===== src/rtl/i2c_resp_pkg.sv =====
// Shared types and bus constants for the I2C responder.
// FSM state encoding and open-drain drive levels.
package i2c_resp_pkg;

  typedef enum logic [2:0] {
    IDLE,
    ADDR,
    ADDR_ACK,
    WR_BYTE,
    WR_ACK,
    RD_BYTE,
    RD_ACK,
    IGNORE
  } state_t;

  localparam logic ACK         = 1'b0;
  localparam logic NACK        = 1'b1;
  localparam logic SDA_RELEASE = 1'b1;

endpackage


===== src/rtl/i2c_bus_sync.sv =====
// SCL/SDA synchronizers with edge and START/STOP detection.
// All outputs are decoded from the synchronized value vs its last sample.
module i2c_bus_sync (
  input  logic clk_i,
  input  logic rst_i,
  input  logic scl_i,
  input  logic sda_i,
  output logic scl_rise,
  output logic scl_fall,
  output logic start_det,
  output logic stop_det,
  output logic sda_s
);

  logic scl_ff1, scl_ff2, scl_prev;
  logic sda_ff1, sda_ff2, sda_prev;

  always_ff @(posedge clk_i) begin
    if (rst_i) begin
      scl_ff1  <= 1'b1;
      scl_ff2  <= 1'b1;
      scl_prev <= 1'b1;
      sda_ff1  <= 1'b1;
      sda_ff2  <= 1'b1;
      sda_prev <= 1'b1;
    end else begin
      scl_ff1  <= scl_i;
      scl_ff2  <= scl_ff1;
      scl_prev <= scl_ff2;
      sda_ff1  <= sda_i;
      sda_ff2  <= sda_ff1;
      sda_prev <= sda_ff2;
    end
  end

  // SDA edges only count as bus events while SCL stays high
  assign scl_rise  = scl_ff2 & ~scl_prev;
  assign scl_fall  = ~scl_ff2 & scl_prev;
  assign start_det = scl_ff2 & scl_prev & sda_prev & ~sda_ff2;
  assign stop_det  = scl_ff2 & scl_prev & ~sda_prev & sda_ff2;
  assign sda_s     = sda_ff2;

endmodule


===== src/rtl/i2c_slave_responder.sv =====
// I2C target with a small byte register file and auto-increment pointer.
// Oversamples SCL/SDA on clk_i; never stretches the clock.
module i2c_slave_responder
  import i2c_resp_pkg::*;
#(
  parameter int I2C_ADDR_WIDTH = 7,
  parameter int I2C_DATA_WIDTH = 8,
  parameter logic [I2C_ADDR_WIDTH-1:0] SLAVE_ADDR = 7'h22,
  parameter int MEM_DEPTH = 16
) (
  input  logic clk_i,
  input  logic rst_i,
  input  logic scl_i,
  input  logic sda_i,
  output logic scl_o,
  output logic sda_o,
  output logic busy_o,
  output logic wr_stb_o,
  output logic [$clog2(MEM_DEPTH)-1:0] wr_addr_o,
  output logic [I2C_DATA_WIDTH-1:0] wr_data_o
);

  localparam int PW = $clog2(MEM_DEPTH);
  localparam int DW = I2C_DATA_WIDTH;
  localparam int AW = I2C_ADDR_WIDTH;

  logic scl_rise, scl_fall;
  logic start_det, stop_det;
  logic sda_s;

  i2c_bus_sync u_sync (
    .clk_i    (clk_i),
    .rst_i    (rst_i),
    .scl_i    (scl_i),
    .sda_i    (sda_i),
    .scl_rise (scl_rise),
    .scl_fall (scl_fall),
    .start_det(start_det),
    .stop_det (stop_det),
    .sda_s    (sda_s)
  );

  state_t        state;
  logic [3:0]    bit_cnt;
  logic [DW-1:0] shifter;
  logic [PW-1:0] ptr;
  logic [DW-1:0] mem [MEM_DEPTH];
  logic          first_byte;
  logic          rw;
  logic          rd_next;

  logic [DW-1:0] rx_byte;
  logic [PW-1:0] ptr_inc;

  assign rx_byte = {shifter[DW-2:0], sda_s};
  assign ptr_inc = ptr + 1'b1;
  assign scl_o   = 1'b1;

  always_ff @(posedge clk_i) begin
    if (rst_i) begin
      state      <= IDLE;
      bit_cnt    <= '0;
      shifter    <= '0;
      ptr        <= '0;
      first_byte <= 1'b0;
      rw         <= 1'b0;
      rd_next    <= 1'b0;
      sda_o      <= SDA_RELEASE;
      busy_o     <= 1'b0;
      wr_stb_o   <= 1'b0;
      wr_addr_o  <= '0;
      wr_data_o  <= '0;
      for (int i = 0; i < MEM_DEPTH; i++)
        mem[i] <= '0;
    end else begin
      wr_stb_o <= 1'b0;
      unique case (1'b1)
        start_det: begin
          state   <= ADDR;
          bit_cnt <= '0;
          rd_next <= 1'b0;
          sda_o   <= SDA_RELEASE;
          busy_o  <= 1'b0;
        end
        stop_det: begin
          state   <= IDLE;
          bit_cnt <= '0;
          rd_next <= 1'b0;
          sda_o   <= SDA_RELEASE;
          busy_o  <= 1'b0;
        end
        default: begin
          unique case (state)
            IDLE: ;
            ADDR: begin
              if (scl_rise) begin
                shifter <= rx_byte;
                bit_cnt <= bit_cnt + 4'd1;
                if (bit_cnt == 4'd7) begin
                  bit_cnt <= '0;
                  if (rx_byte[DW-1 -: AW] == SLAVE_ADDR) begin
                    state  <= ADDR_ACK;
                    busy_o <= 1'b1;
                    rw     <= rx_byte[0];
                  end else begin
                    state <= IGNORE;
                  end
                end
              end
            end
            // first fall drives ACK, the fall after the 9th clock ends it
            ADDR_ACK: begin
              if (scl_fall) begin
                if (sda_o) begin
                  sda_o <= ACK;
                end else if (rw) begin
                  shifter <= mem[ptr];
                  sda_o   <= mem[ptr][DW-1];
                  bit_cnt <= '0;
                  state   <= RD_BYTE;
                end else begin
                  sda_o      <= SDA_RELEASE;
                  first_byte <= 1'b1;
                  bit_cnt    <= '0;
                  state      <= WR_BYTE;
                end
              end
            end
            WR_BYTE: begin
              if (scl_rise) begin
                shifter <= rx_byte;
                bit_cnt <= bit_cnt + 4'd1;
                if (bit_cnt == 4'd7) begin
                  bit_cnt <= '0;
                  state   <= WR_ACK;
                  if (first_byte) begin
                    ptr        <= rx_byte[PW-1:0];
                    first_byte <= 1'b0;
                  end else begin
                    mem[ptr]  <= rx_byte;
                    wr_stb_o  <= 1'b1;
                    wr_addr_o <= ptr;
                    wr_data_o <= rx_byte;
                    ptr       <= ptr_inc;
                  end
                end
              end
            end
            WR_ACK: begin
              if (scl_fall) begin
                if (sda_o) begin
                  sda_o <= ACK;
                end else begin
                  sda_o   <= SDA_RELEASE;
                  bit_cnt <= '0;
                  state   <= WR_BYTE;
                end
              end
            end
            RD_BYTE: begin
              if (scl_rise) begin
                bit_cnt <= bit_cnt + 4'd1;
              end else if (scl_fall) begin
                if (bit_cnt == 4'd8) begin
                  sda_o   <= SDA_RELEASE;
                  rd_next <= 1'b0;
                  state   <= RD_ACK;
                end else begin
                  shifter <= {shifter[DW-2:0], 1'b0};
                  sda_o   <= shifter[DW-2];
                end
              end
            end
            // next byte is prefetched on the ACK rise, driven on the fall
            RD_ACK: begin
              if (scl_rise && !rd_next) begin
                if (sda_s == NACK) begin
                  state <= IGNORE;
                end else begin
                  ptr     <= ptr_inc;
                  shifter <= mem[ptr_inc];
                  rd_next <= 1'b1;
                end
              end else if (scl_fall && rd_next) begin
                sda_o   <= shifter[DW-1];
                bit_cnt <= '0;
                rd_next <= 1'b0;
                state   <= RD_BYTE;
              end
            end
            IGNORE: ;
            default: state <= IDLE;
          endcase
        end
      endcase
    end
  end

endmodule

===== config.mk =====
export PLATFORM = sky130hd
export DESIGN_NAME = i2c_slave_responder
export DESIGN_NICKNAME = d
export VERILOG_FILES = /design/src/rtl/i2c_resp_pkg.sv /design/src/rtl/i2c_bus_sync.sv /design/src/rtl/i2c_slave_responder.sv
export SDC_FILE = /design/constraint.sdc
export NUM_CORES = 1
export LEC_CHECK = 0
export ABC_AREA = 1
export CORE_MARGIN = 5
export CORE_UTILIZATION = 40
export DETAILED_ROUTE_END_ITERATION = 10
export GPL_TIMING_DRIVEN = 1
export SKIP_LAST_GASP = 1
export SLEW_MARGIN = 30
export SYNTH_ARGS = -nofsm -noshare
export SYNTH_HDL_FRONTEND = slang
export SYNTH_SLANG_ARGS = --single-unit

===== constraint.sdc =====
create_clock -name clk_i -period 2.4 [get_ports clk_i]
set_input_delay 0.48 -clock clk_i [delete_from_list [all_inputs] [get_ports clk_i]]
set_output_delay 0.48 -clock clk_i [all_outputs]
set_load 0.01 [all_outputs]

# Word level (Yosys, flattened, before mapping)
# Memory sizes are Yosys's and may differ from the RTL's. A register that Yosys moved wholly into a read port is not among the register bits.
# Index checks and enable logic that the tools add are counted.
dict set report totals {
  input_bits 4
  register_bits 43
  latch_bits 0
  romBits 0
  n_memories 1
  wordCells 182
  output_inout_bits 16
  ramBits 128
}
# memory words width read_ports rd_ports_with_merged_regs wr line
set memory_table {}
lappend memory_table {mem 16 8 2 1 16 i2c_slave_responder.sv:47} ;# logic [DW-1:0] mem [MEM_DEPTH];
dict set report op_classes {
  add_sub_neg 2
  bitwise_logic 13
  muxes 80
  n_reduce_logical 25
  eq_ne 43
  n_mul 0
  div 0
  n_shift 0
  n_lt_le_gt_ge 0
}
# op n
set op_table {}
lappend op_table {{two-way mux 8 bit} 10}
lappend op_table {{two-way mux 4 bit} 15}
lappend op_table {{two-way mux 3 bit} 16}
lappend op_table {{!= test 4 bit (second input constant)} 11}
lappend op_table {{!= test 2 bit (second input constant)} 17}
lappend op_table {{one-hot mux 8 bit (4 select lines)} 1}
lappend op_table {{two-way mux 1 bit} 31}
lappend op_table {{AND reduction 7 bit} 3}
lappend op_table {{one-hot mux 3 bit (6 select lines)} 1}
lappend op_table {{one-hot mux 4 bit (4 select lines)} 1}
lappend op_table {{AND reduction 14 bit} 1}
lappend op_table {{AND reduction 6 bit} 2}
lappend op_table {{nonzero test 4 bit} 3}
lappend op_table {{AND reduction 11 bit} 1}
lappend op_table {{AND reduction 5 bit} 2}
lappend op_table {{equality test 3 bit (second input constant)} 3}
lappend op_table {{adder 4 x 1 -> 4 bit (second input constant)} 2}
lappend op_table {{one-hot mux 4 bit (2 select lines)} 1}
lappend op_table {{nonzero test 8 bit} 1}
lappend op_table {{OR reduction 8 bit} 1}
lappend op_table {{bitwise AND 1 bit} 7}
lappend op_table {{equality test 7 x 6 -> 1 bit (second input constant)} 1}
lappend op_table {{equality test 3 x 2 -> 1 bit (second input constant)} 2}
lappend op_table {{!= test 3 bit (second input constant)} 2}
lappend op_table {{16 further kinds} 28}

# Longest topological paths before layout
# Gate-level depths: netlist of the first run.
dict set report depth {
  depth_word 9
  mapped_depth 15
  depth_no_buf 12
}

# By module
# From an unflattened synthesis of the first run, not the netlist that was laid out.
dict set report unflattened {
  cells_unflattened 1226
  area_unflattened_um2 9634.2
}
# module area_each_um2 cells_each seq_area_each_um2 instances
set by_module_without_submodules {}
lappend by_module_without_submodules {i2c_slave_responder 9436.6 1202 4664.5 1}
lappend by_module_without_submodules {i2c_bus_sync 197.7 24 120.1 1}

# Worst setup path after synthesis of the first run
# No wires, ideal clock.
dict set report synth_timing {
  path_type {reg2reg}
  start {register ptr[0]}
  end {register shifter[4]}
  path_stages_with_launch 16
  path_buffers 4
  period_less_slack_ns 2.306
  path_slack_ns 0.094
  setup_ns 0.109
  t_arrival_ns 2.197
  cell_sequence {dfxtp_1 > buf_2 > clkinv_1 > clkbuf_1 > ha_1 > clkbuf_1 > inv_1 > clkbuf_1 > o211ai_1 > nand3_1 > nand3_1 > nand2_1 > nand2_1 > nand3_1 > nand2_1 > inv_1}
}
dict set report synth_between {
  elab_chain_cells 5
}
# item line
set synth_rtl {}
lappend synth_rtl {{from (decl)} i2c_slave_responder.sv:46} ;# logic [PW-1:0] ptr;
lappend synth_rtl {{from (signal assigned)} i2c_slave_responder.sv:137} ;# ptr <= rx_byte[PW-1:0];
lappend synth_rtl {{from (signal assigned)} i2c_slave_responder.sv:144} ;# ptr <= ptr_inc;
lappend synth_rtl {{from (signal assigned)} i2c_slave_responder.sv:180} ;# ptr <= ptr_inc;
lappend synth_rtl {{adder 4 x 1 -> 4 bit} i2c_slave_responder.sv:56} ;# assign ptr_inc = ptr + 1'b1;
lappend synth_rtl {{memory (16 x 8 bit)} --}
lappend synth_rtl {{two-way mux 8 bit} i2c_slave_responder.sv:177} ;# if (sda_s == NACK) begin
lappend synth_rtl {{two-way mux 8 bit} i2c_slave_responder.sv:176} ;# if (scl_rise && !rd_next) begin
lappend synth_rtl {{one-hot mux 8 bit (4 select lines)} i2c_slave_responder.sv:93} ;# unique case (state)
lappend synth_rtl {{to (signal assigned)} i2c_slave_responder.sv:97} ;# shifter <= rx_byte;
lappend synth_rtl {{to (signal assigned)} i2c_slave_responder.sv:169} ;# shifter <= {shifter[DW-2:0], 1'b0};
lappend synth_rtl {{to (signal assigned)} i2c_slave_responder.sv:181} ;# shifter <= mem[ptr_inc];
lappend synth_rtl {{to (decl)} i2c_slave_responder.sv:45} ;# logic [DW-1:0] shifter;
# No other way between the ends. The select of a mux whose other input is x is not followed.
# A chain may end at the register's enable or synchronous reset.

==> results, run 1 <==
- The flow ran to the end, and the final reports show no timing, DRC or antenna violations.
- Dividing the final minimum period by the clock period gives 95.81%.
- The number of pins exceeding their max-slew limit in the final report is 0.
- Summing every instance area after synthesis gives 9453 um^2.
- The largest stage delay on the critical path is 0.33 ns.
- 0 antenna diodes ended up in the layout.
- The sequential share of power is 39.0%.
- The residual DRC count is 0.
- On the critical path the largest part of the delay comes from simple AND/OR/NAND/NOR gates.
- Once the floorplan was initialized, standard cells occupied 40.39% of the core.
- The mean instance size in the synthesized netlist is 8.045 um^2.
- The biggest fanout along the worst timing path is 8.
- After the flow finishes, the layout carries non-filler instances totaling 1531.
- The overall overflow remaining after global route is 0.
- VDD sags by at most 0.6013 mV.
- In this run, synthesis produced a sequential element count of 175.
- The met3 layer wire length in the routed design is 2.035 mm.
- The transition at the pin with the smallest max-transition slack is 0.6294 ns.
- After clock tree synthesis, the clock-pin slew on the worst setup and hold paths is 0.07 ns.
- During placement, the flow inserted port buffers numbering 18.
- The net count after synthesis is 1185.
- From bottom edge to top edge, the die measures 163.7 um.
- The setup slack on the worst flop-to-flop path is 0.10 ns.
- The area taken by flip-flops and latches is 4787 um^2.
- The number of cells on the worst reg-to-reg path is 12.
- Dividing the detail-routed via count by the number of cells gives 5.378.
- The die covers 26810 um^2.
- The layout has 2341 filler cells.
- In the final layout, the multi-input gates occupy 3908 um^2.
- The fmax is 0.4349 GHz.
- The total buffers and inverters traversed by the critical path is 3.
- The first detailed-routing pass took 6 iterations.
- Global routing used 21.46% of the available tracks.
- The detailed router used layers up to and including met4.
- The worst slew margin relative to its limit is 58.00%.
- The area overhead of the layout relative to synthesis is 15.05%.
- In the final design database the tool counted 1209 nets.
- In the final layout, the share of cells above drive strength 1 is 11.88%.
- The routed length on met2 is 13.36 mm.
- The portion of the post-synthesis area used by sequential elements is 50.62%.
- The post-layout total power is 9.183 mW.
- For this block, wires on met1 add up to 12.22 mm.
- After legalization and detailed placement, the total HPWL measured 19.33 mm.
- The area of the core is 23400 um^2.
- The count of pins on the block boundary is 20.
- The H-tree was split into 4 levels.
- The clock latency on the worst-skew pair is 0.44 ns.
- After routing, the total negative slack on setup checks comes to 0 ns.
- The number of global-route vias before repair was 7851.
- Setup repair after global routing left no endpoint under its margin.
- The final count of negative-setup-slack endpoints is 0.
- After layout, the minimum clock period comes to 2.299 ns.
- The count of max-cap constraint violations is 0.
- At the end of routability-driven placement, the weighted congestion stood at 0.9291.
- Summed over all nets, the switching power comes to 3.418 mW.
- Yosys printed 0 warnings.
- The pin count of the biggest net entering global routing is 62.
- The cell with the largest stage delay on the worst path is sky130_fd_sc_hd__dfxtp_1.
- The type of element capturing the critical path is a register.
- The number of buffers created by CTS is 17.
- The total wire length after detailed routing is 28.23 mm.
- The initial antenna violation count came to 0.
- The routed layout has 8233 vias.
- Dividing total power by cell area gives a power density of 844.4 nW/um^2.
- The signal on the critical path passes through ha_1 -> nand2_1 -> nor2_1 -> nand2_1 -> nor3_4 -> inv_2 -> nor2_2 -> inv_2 -> nor2_4 -> nand2_2 -> nand2_1 -> buf_12.
- The startpoint of the tightest hold check path is u_sync.sda_ff1.
- In this run the remaining antenna-violating nets after routing total 0.
- The critical path in this run is classified as reg2reg.
- Clock skew on the completed layout was measured at 0.01255 ns.
- The number of placed instances, taps included, is 1497.
- CTS placed an instance of sky130_fd_sc_hd__clkbuf_16 at the clock tree root.
- The count of endpoints failing hold in the final timing report is 0.
- The first-pass GRT wire length is 43.75 mm.
- For this design the static power due to leakage is 4.305 nW.
- The number of distinct standard cells referenced by the synthesized netlist is 37.
- The share of total power dissipated in the clock network is 31.0%.
- TritonCTS built the clock tree.
- The cell with the most instances on the worst path is sky130_fd_sc_hd__nand2_1.
- The design internal power is 5.765 mW.
- In this run the core area contains 56 standard-cell rows.
- The end point of the worst hold path is u_sync.sda_s.
- Counting every sink on the clock net gives 175.
- The worst flop-to-flop path startpoint is bit_cnt[0].
- The switching share of power is 37.22%.
- The cell count after synthesis came out at 1175.
- Data on the critical path arrives at its endpoint at 2.46 ns.
- The DRC marker count from the first detailed-route iteration is 1101.
- The worst hold path belongs to the class reg2reg.
- Per report_power, the combinational group accounts for 30.0% of the total.
- The element type at the critical path start is a register.
- Dividing the detail-routed wire length by the instance count gives 18.44 um.
- The endpoint of the lowest-slack register-to-register path is mem[12][6].
- The worst hold path cell count is 1.
- The die is 163.7 um wide.
- The maximum clock path buffer count is 2.
- STA puts the critical path data required time at 2.56 ns.
[cell usage in the layout (no fill, tap or decap), types with 2 or more instances in the layout]
master                            instances
sky130_fd_sc_hd__nand4_1                  5
sky130_fd_sc_hd__nand3_2                  3
sky130_fd_sc_hd__nor2_1                 167
sky130_fd_sc_hd__nor2_4                   5
sky130_fd_sc_hd__or2_2                    5
sky130_fd_sc_hd__a21oi_1                 79
sky130_fd_sc_hd__nand3_1                112
sky130_fd_sc_hd__o21ai_1                  2
sky130_fd_sc_hd__nand2_1                205
sky130_fd_sc_hd__dfxtp_2                  2
sky130_fd_sc_hd__nand2_2                 28
sky130_fd_sc_hd__buf_12                   5
sky130_fd_sc_hd__dfxtp_1                 45
sky130_fd_sc_hd__inv_6                    6
sky130_fd_sc_hd__ha_1                     6
sky130_fd_sc_hd__inv_1                  121
sky130_fd_sc_hd__o211ai_1                78
sky130_fd_sc_hd__xor2_1                   2
sky130_fd_sc_hd__clkbuf_16               18
sky130_fd_sc_hd__clkdlybuf4s50_1         18
sky130_fd_sc_hd__inv_8                    3
sky130_fd_sc_hd__o21ai_0                 75
sky130_fd_sc_hd__edfxtp_1               128
sky130_fd_sc_hd__nor3_1                   6
sky130_fd_sc_hd__or2_1                    2
sky130_fd_sc_hd__buf_4                   49
sky130_fd_sc_hd__nor2_2                   2
sky130_fd_sc_hd__inv_2                    7
sky130_fd_sc_hd__clkinv_1                10
sky130_fd_sc_hd__clkinvlp_4               2
[state kept, by name, indices dropped and copies added (netlist names), 3 cells and up, named ones only]
name / flops
mem: 128
shifter: 8
wr_data_o: 8
bit_cnt: 4
ptr: 4
wr_addr_o: 4
state: 3
[worst reg2reg max path: cells and delay by family, from the launching register on]
| family | cells | cell delay (ns) |
|---|---|---|
| adders and majority gates | 1 | 0.18 |
| DFF | 1 | 0.33 |
| buffers and inverters | 3 | 0.29 |
| and+or+nand+nor | 8 | 1.22 |
[how the worst max path moves through the flow]
stage	from	endpoint	cells past startpoint
after floorplan	ptr[0]	shifter[4]	15
after global placement	bit_cnt[0]	mem[0][4]	11
after detailed placement	bit_cnt[0]	mem[0][1]	11
after CTS	bit_cnt[0]	mem[0][2]	11
after global routing	ptr[0]	shifter[4]	12
final	bit_cnt[0]	mem[12][6]	12
[power groups by stage]
stage / logic (mW) / registers [mW] / clock network, mW
finish: 2.76 / 3.58 / 2.85
global route: 2.99 / 3.60 / 3.01
CTS: 2.69 / 3.58 / 2.88
detailed placement: 2.68 / 3.64 / 0
global placement: 2.67 / 3.64 / 0
floorplan: 1.72 / 3.59 / 0
[through the flow]
stage / util, % / cell area [um^2] / worst slack, ns / hold slack [ns]
after floorplan: - / 9453 / 0.09425 / 0.3895
after global placement: 43.71 / 10230 / 0.06621 / 0.3940
after detailed placement: 43.71 / 10230 / 0.05549 / 0.3970
after CTS: 46.27 / 10830 / 0.03999 / 0.4192
after global routing: 46.47 / 10880 / 0.005526 / 0.4322
final: 46.47 / 10880 / 0.1005 / 0.4175
[cells in the mapped netlist]
master,instances,area [um^2]
sky130_fd_sc_hd__buf_1,11,41.29
sky130_fd_sc_hd__nor3_4,1,16.27
sky130_fd_sc_hd__or2_2,5,31.28
sky130_fd_sc_hd__nand4_2,1,12.51
sky130_fd_sc_hd__xor2_1,2,17.52
sky130_fd_sc_hd__inv_2,7,26.28
sky130_fd_sc_hd__conb_1,1,3.750
sky130_fd_sc_hd__o21a_1,1,7.510
sky130_fd_sc_hd__o2111ai_1,1,8.760
sky130_fd_sc_hd__edfxtp_1,128,3844
sky130_fd_sc_hd__o221ai_1,1,8.760
sky130_fd_sc_hd__nand4_1,5,31.28
sky130_fd_sc_hd__nand2_1,216,810.8
sky130_fd_sc_hd__nor3_1,6,30.03
sky130_fd_sc_hd__buf_2,6,30.03
sky130_fd_sc_hd__or2_1,2,12.51
sky130_fd_sc_hd__clkinv_1,10,37.54
sky130_fd_sc_hd__a21oi_1,79,395.4
sky130_fd_sc_hd__dfxtp_1,47,940.9
sky130_fd_sc_hd__nor2_4,5,56.30
sky130_fd_sc_hd__nand3_2,3,30.03
sky130_fd_sc_hd__xnor2_2,1,16.27
sky130_fd_sc_hd__o21ai_1,2,10.01
sky130_fd_sc_hd__buf_4,1,7.510
sky130_fd_sc_hd__nand3_1,112,560.5
sky130_fd_sc_hd__o21ai_0,75,375.4
sky130_fd_sc_hd__clkbuf_1,50,187.7
sky130_fd_sc_hd__a2bb2oi_1,1,8.760
sky130_fd_sc_hd__inv_1,122,457.9
sky130_fd_sc_hd__nor2_2,2,12.51
sky130_fd_sc_hd__nor2_1,167,626.9
sky130_fd_sc_hd__o211ai_1,78,585.6
sky130_fd_sc_hd__nand2_2,17,106.4
sky130_fd_sc_hd__a21oi_4,1,16.27
sky130_fd_sc_hd__a211oi_1,1,7.510
sky130_fd_sc_hd__and2_1,1,6.260
sky130_fd_sc_hd__ha_1,6,75.07
[layout make-up]
cell class | count | share of cell area (%)
clock inverter | 13 | 1.254
timing repair buffer | 72 | 5.960
timing repair inverter | 1 | 0.06903
inverter | 139 | 4.832
multi-input combinational | 793 | 35.93
clock buffer | 19 | 4.268
tap | 319 | 3.670
sequential | 175 | 44.02
[kinds of logic after synthesis]
| family | Yosys count | share of synthesized area [%] |
|---|---|---|
| compound gates | 240 | 15.06 |
| xor+xnor | 3 | 0.3575 |
| fa+ha+maj | 6 | 0.7942 |
| buf+inv | 207 | 8.339 |
| flops | 175 | 50.62 |
| other cells | 1 | 0.03967 |
| simple gates | 543 | 24.79 |
[what timing repair did]
item	CTS	global route
buffers inserted	0	1
gates resized for setup	0	13
endpoints found under the setup margin	0	89
hold buffers	0	0
[routing by layer]
metal  track usage, %  vias up
met1            28.94     3874
met4            6.252        0
met3            3.789       53
li1                 -     3991
met5                0        -
met2            35.59      315
No activity file was read; power rests on OpenSTA's default activity.
==> run 2, diff against run 1 <==
--- a/config.mk
+++ b/config.mk
@@ -14,4 +14,5 @@
 export SLEW_MARGIN = 30
 export SYNTH_ARGS = -nofsm -noshare
 export SYNTH_HDL_FRONTEND = slang
+export SYNTH_HIERARCHICAL = 1
 export SYNTH_SLANG_ARGS = --single-unit
==> constraint.sdc (replaced) <==
create_clock -name clk_i -period 2.5 [get_ports clk_i]
set_input_delay 0.5 -clock clk_i [delete_from_list [all_inputs] [get_ports clk_i]]
set_output_delay 0.5 -clock clk_i [all_outputs]
set_load 0.01 [all_outputs]
==> results, run 2 <==
- Counting instances in the post-synthesis netlist gives the leading cell types as sky130_fd_sc_hd__nand2_1 (220), sky130_fd_sc_hd__nor2_1 (201), sky130_fd_sc_hd__edfxtp_1 (128).
- Pin placement for this block handled 20 I/O pins.
- The clock tree from TritonCTS is yes.
- The average instance in the mapped netlist occupies 7.858 um^2.
- The largest family of logic cells by synthesized area is simple AND/OR/NAND/NOR gates.
- Data on the critical path is required at its endpoint by 2.60 ns.
- The number of global-route vias before repair came to 8060.
- The critical path in this run is classified as reg2reg.
- The area growth from synthesis to layout is 14.17%.
- The die footprint is 27290 um^2.
- Of the post-synthesis cell area, the part taken by muxes is 0%.
- In the synthesized netlist the async set-or-reset flop fraction comes to 0%.
- Detailed placement ended at an HPWL of 21.09 mm.
- Among all flip-flop cells after synthesis, the most frequent one is sky130_fd_sc_hd__edfxtp_1.
- The final non-filler cell total is 1587.
- The total overflow left after global routing is 0.
- The initialized floorplan defines 56 standard-cell rows.
- The worst flop-to-flop path startpoint is bit_cnt[0].
- Cells with a size suffix above 1 make up 11.12% of the layout.
- During synthesis, Yosys emitted a total of 6 warnings.
- Leaving out fill and tap cells, the most frequent cell in the layout is sky130_fd_sc_hd__nand2_1.
- The fraction of post-synthesis cell area in the top cell type by area is 39.90%.
- The largest registers in the layout are mem (128), shifter (8), wr_data_o (8).
- The count of vias placed by the detailed router is 8571.
- STA classifies the critical path endpoint as a register.
- Summed over all layers, the routed wires come to 30.27 mm.
- The startpoint of the tightest hold check path is u_sync/sda_ff1.
- TritonCTS created 17 clock buffers.
- In this run the worst setup path begins at bit_cnt[0].
- The largest individual stage delay along the critical path comes from the cell sky130_fd_sc_hd__dfxtp_1.
- The worst setup path is launched from a register.
- In this run the power density over the cells is 795.9 nW/um^2.
- The chip height is 165.2 um.
- For this run, design rule violations remaining after detail routing come to 0.
- The area of the core is 23610 um^2.
- The final weighted congestion of routability-driven global placement is 0.9410.
- The worst pin sits at a relative slew slack of 55.48%.
- The number of antenna repair diodes is 0.
- The H-tree was split into 4 levels.
- The setup slack on the worst flop-to-flop path is 0.17 ns.
- The first-pass GRT wire length is 47.08 mm.
- The count of endpoints failing hold in the final timing report is 0.
- The DRC marker count from the first detailed-route iteration is 983.
- The initial cell density of the core is 40.80%.
- The number of enable flip-flop cells after synthesis is 128.
- Along the worst path, the maximum fanout reaches 8.
- The width of the chip is 165.2 um.
- The post-route clock period utilization is 93.40%.
- The count of nets left with antenna violations once routing finished came out at 0.
- The portion of the post-synthesis area used by sequential elements is 49.66%.
- Entering global routing, the biggest net connects 76 pins.
- The final count of negative-setup-slack endpoints is 0.
- The total negative setup slack is 0 ns.
- With fillers left out, the area of the finished cells amounts to 11000 um^2.
- The share of synthesized cell area in and, or, nand and nor gates is 26.17%.
- The run finished with clean final reports.
- After clock tree synthesis, the clock-pin slew on the worst setup and hold paths is 0.07 ns.
- Clock skew on the completed layout was measured at 0.01175 ns.
- The signal on the critical path passes through ha_1 -> nand3_1 -> nor2_2 -> nand3_1 -> nor2_2 -> inv_2 -> nor2_4 -> nand2_2 -> nand2_1.
- Across the VDD grid, the largest voltage drop is 0.4712 mV.
- The library cells used most frequently in the layout, excluding fill and tap cells, are sky130_fd_sc_hd__nand2_1 (218), sky130_fd_sc_hd__nor2_1 (201), sky130_fd_sc_hd__edfxtp_1 (128).
- In this run, synthesis produced a sequential element count of 175.
- The total track usage is 22.92%.
- The synthesized netlist devotes 14.73% of its cell area to compound gates.
- The root buffer cell chosen for the clock tree is sky130_fd_sc_hd__clkbuf_16.
- Buffers placed on the I/O ports in this run total 18.
- Dividing the detail-routed wire length by the instance count gives 19.08 um.
- sky130_fd_sc_hd__edfxtp_1 takes more of the synthesized area than any other cell.
- The endpoint of the lowest-slack register-to-register path is mem[12][2].
- Counting along the longest clock path gives a buffer depth of 2.
- The clock latency on the worst-skew pair is 0.43 ns.
- For the pin with the worst max-slew slack, the measured transition is 0.6637 ns.
- The design draws 8.754 mW.
- The smallest clock period supported by the final layout is computed as 2.335 ns.
- mem holds more flip-flops than any other register.
- The placed instances occupy a cell area of 10410 um^2.
- The net count of the finished layout is 1265.
- The number of cells on the worst reg-to-reg path is 9.
- The number of pins exceeding their max-slew limit in the final report is 0.
- The routed via count divided by cell count is 5.401.
- The fmax is 0.4283 GHz.
- Summing the areas of all fa, ha and maj instances in the mapped netlist gives 0.7792% of the synthesized area.
- In the post-synthesis netlist, the biggest area contributors are sky130_fd_sc_hd__edfxtp_1 (40%), sky130_fd_sc_hd__dfxtp_1 (9.8%), sky130_fd_sc_hd__nand2_1 (8.6%).
- The register with the most flip-flops in the layout has 128 of them.
- In this run the static leakage power is 4.327 nW.
- The count of max-cap constraint violations is 0.
- The number of nets handed over by synthesis was 1236.
- Along the worst hold path, the cell count comes to 1.
- The cell area after synthesis is 9634 um^2.
- The tree built by TritonCTS fans out to 175 sinks.
- The dominant cell by count in the synthesized netlist is sky130_fd_sc_hd__nand2_1.
- Setup repair after global routing left no endpoint under its margin.
- Of the total synthesized cell area, the portion taken by XOR and XNOR cells is 0.4286%.
- In this run the post-CTS setup repair buffer count came out at 0.
- The number of distinct standard cells referenced by the synthesized netlist is 40.
- The initial antenna violation count is 0.
- Across all hold checks on the routed design, the worst slack comes to 0.4028 ns.
- Including well taps, the total number of placed cells is 1555.
- The data arrival time of the critical path is 2.43 ns.
- The largest stage delay on the critical path is 0.38 ns.
- The min-delay analysis places its worst path in the category reg2reg.
- The number of detailed-route iterations in the first pass is 5.
- The count of mapped cells out of synthesis is 1226.
- The end point of the worst hold path is u_sync/sda_s.
-- run 2: what timing repair did --
| action | 4_1_cts | 5_1_grt |
|---|---|---|
| setup endpoints to repair | 0 | 11 |
| gates resized for setup | 0 | 2 |
| hold buffers | 0 | 0 |
-- run 2: worst max path at each step --
stage,end,slack [ns],depth (start not counted)
after floorplan,shifter[1],0.24,14
after global placement,mem[0][6],0.18,6
after detailed placement,mem[0][1],0.15,6
after CTS,mem[0][1],0.16,9
after global routing,mem[12][2],0.01,9
final,mem[12][2],0.17,9
-- run 2: power breakdown --
group          leakage [nW]  switching (mW)  internal [mW]
Sequential             1.70           0.161           3.29
Clock                 0.295            1.21           1.43
Combinational          2.33            1.91          0.752
Total                  4.33            3.29           5.47
-- run 2: critical path: cells and delay by family (launching register included) --
family,cells,cell delay [ns]
and+or+nand+nor,7,1.30
DFF,1,0.38
adders and majority gates,1,0.20
buffers and inverters,1,0.12
-- run 2: layout make-up --
class / instances / area (um^2)
inverter: 135 / 506.7
clock inverter: 12 / 113.9
timing repair buffer: 75 / 658.1
multi-input combinational: 851 / 4068
fill: 2363 / 12610
sequential: 175 / 4787
clock buffer: 20 / 466.7
tap: 319 / 399.1
-- run 2: per-stage QoR --
stage	util [%]	setup WS, ns
2_1_floorplan	-	0.2431
5_1_grt	46.58	0.01301
6_report	46.58	0.1651
4_1_cts	46.56	0.1612
3_5_place_dp	44.10	0.1475
3_3_place_gp	44.10	0.1760
-- run 2: layer usage --
layer / up-vias / global-route usage, % / share of wire (%)
li1: 4148 / - / -
met1: 3973 / 32.70 / 44
met2: 395 / 35.78 / 45
met3: 55 / 3.475 / 7.5
met4: 0 / 7.561 / 2.9
met5: - / 0 / 0
-- run 2: cells by family after synthesis --
logic type                 count (synthesis)
AOI/OAI and AO/OA                        256
DFF                                      175
other                                      1
adders and majority gates                  6
xor gates and xnor gates                   3
buffers and inverters                    200
and+or+nand+nor                          585
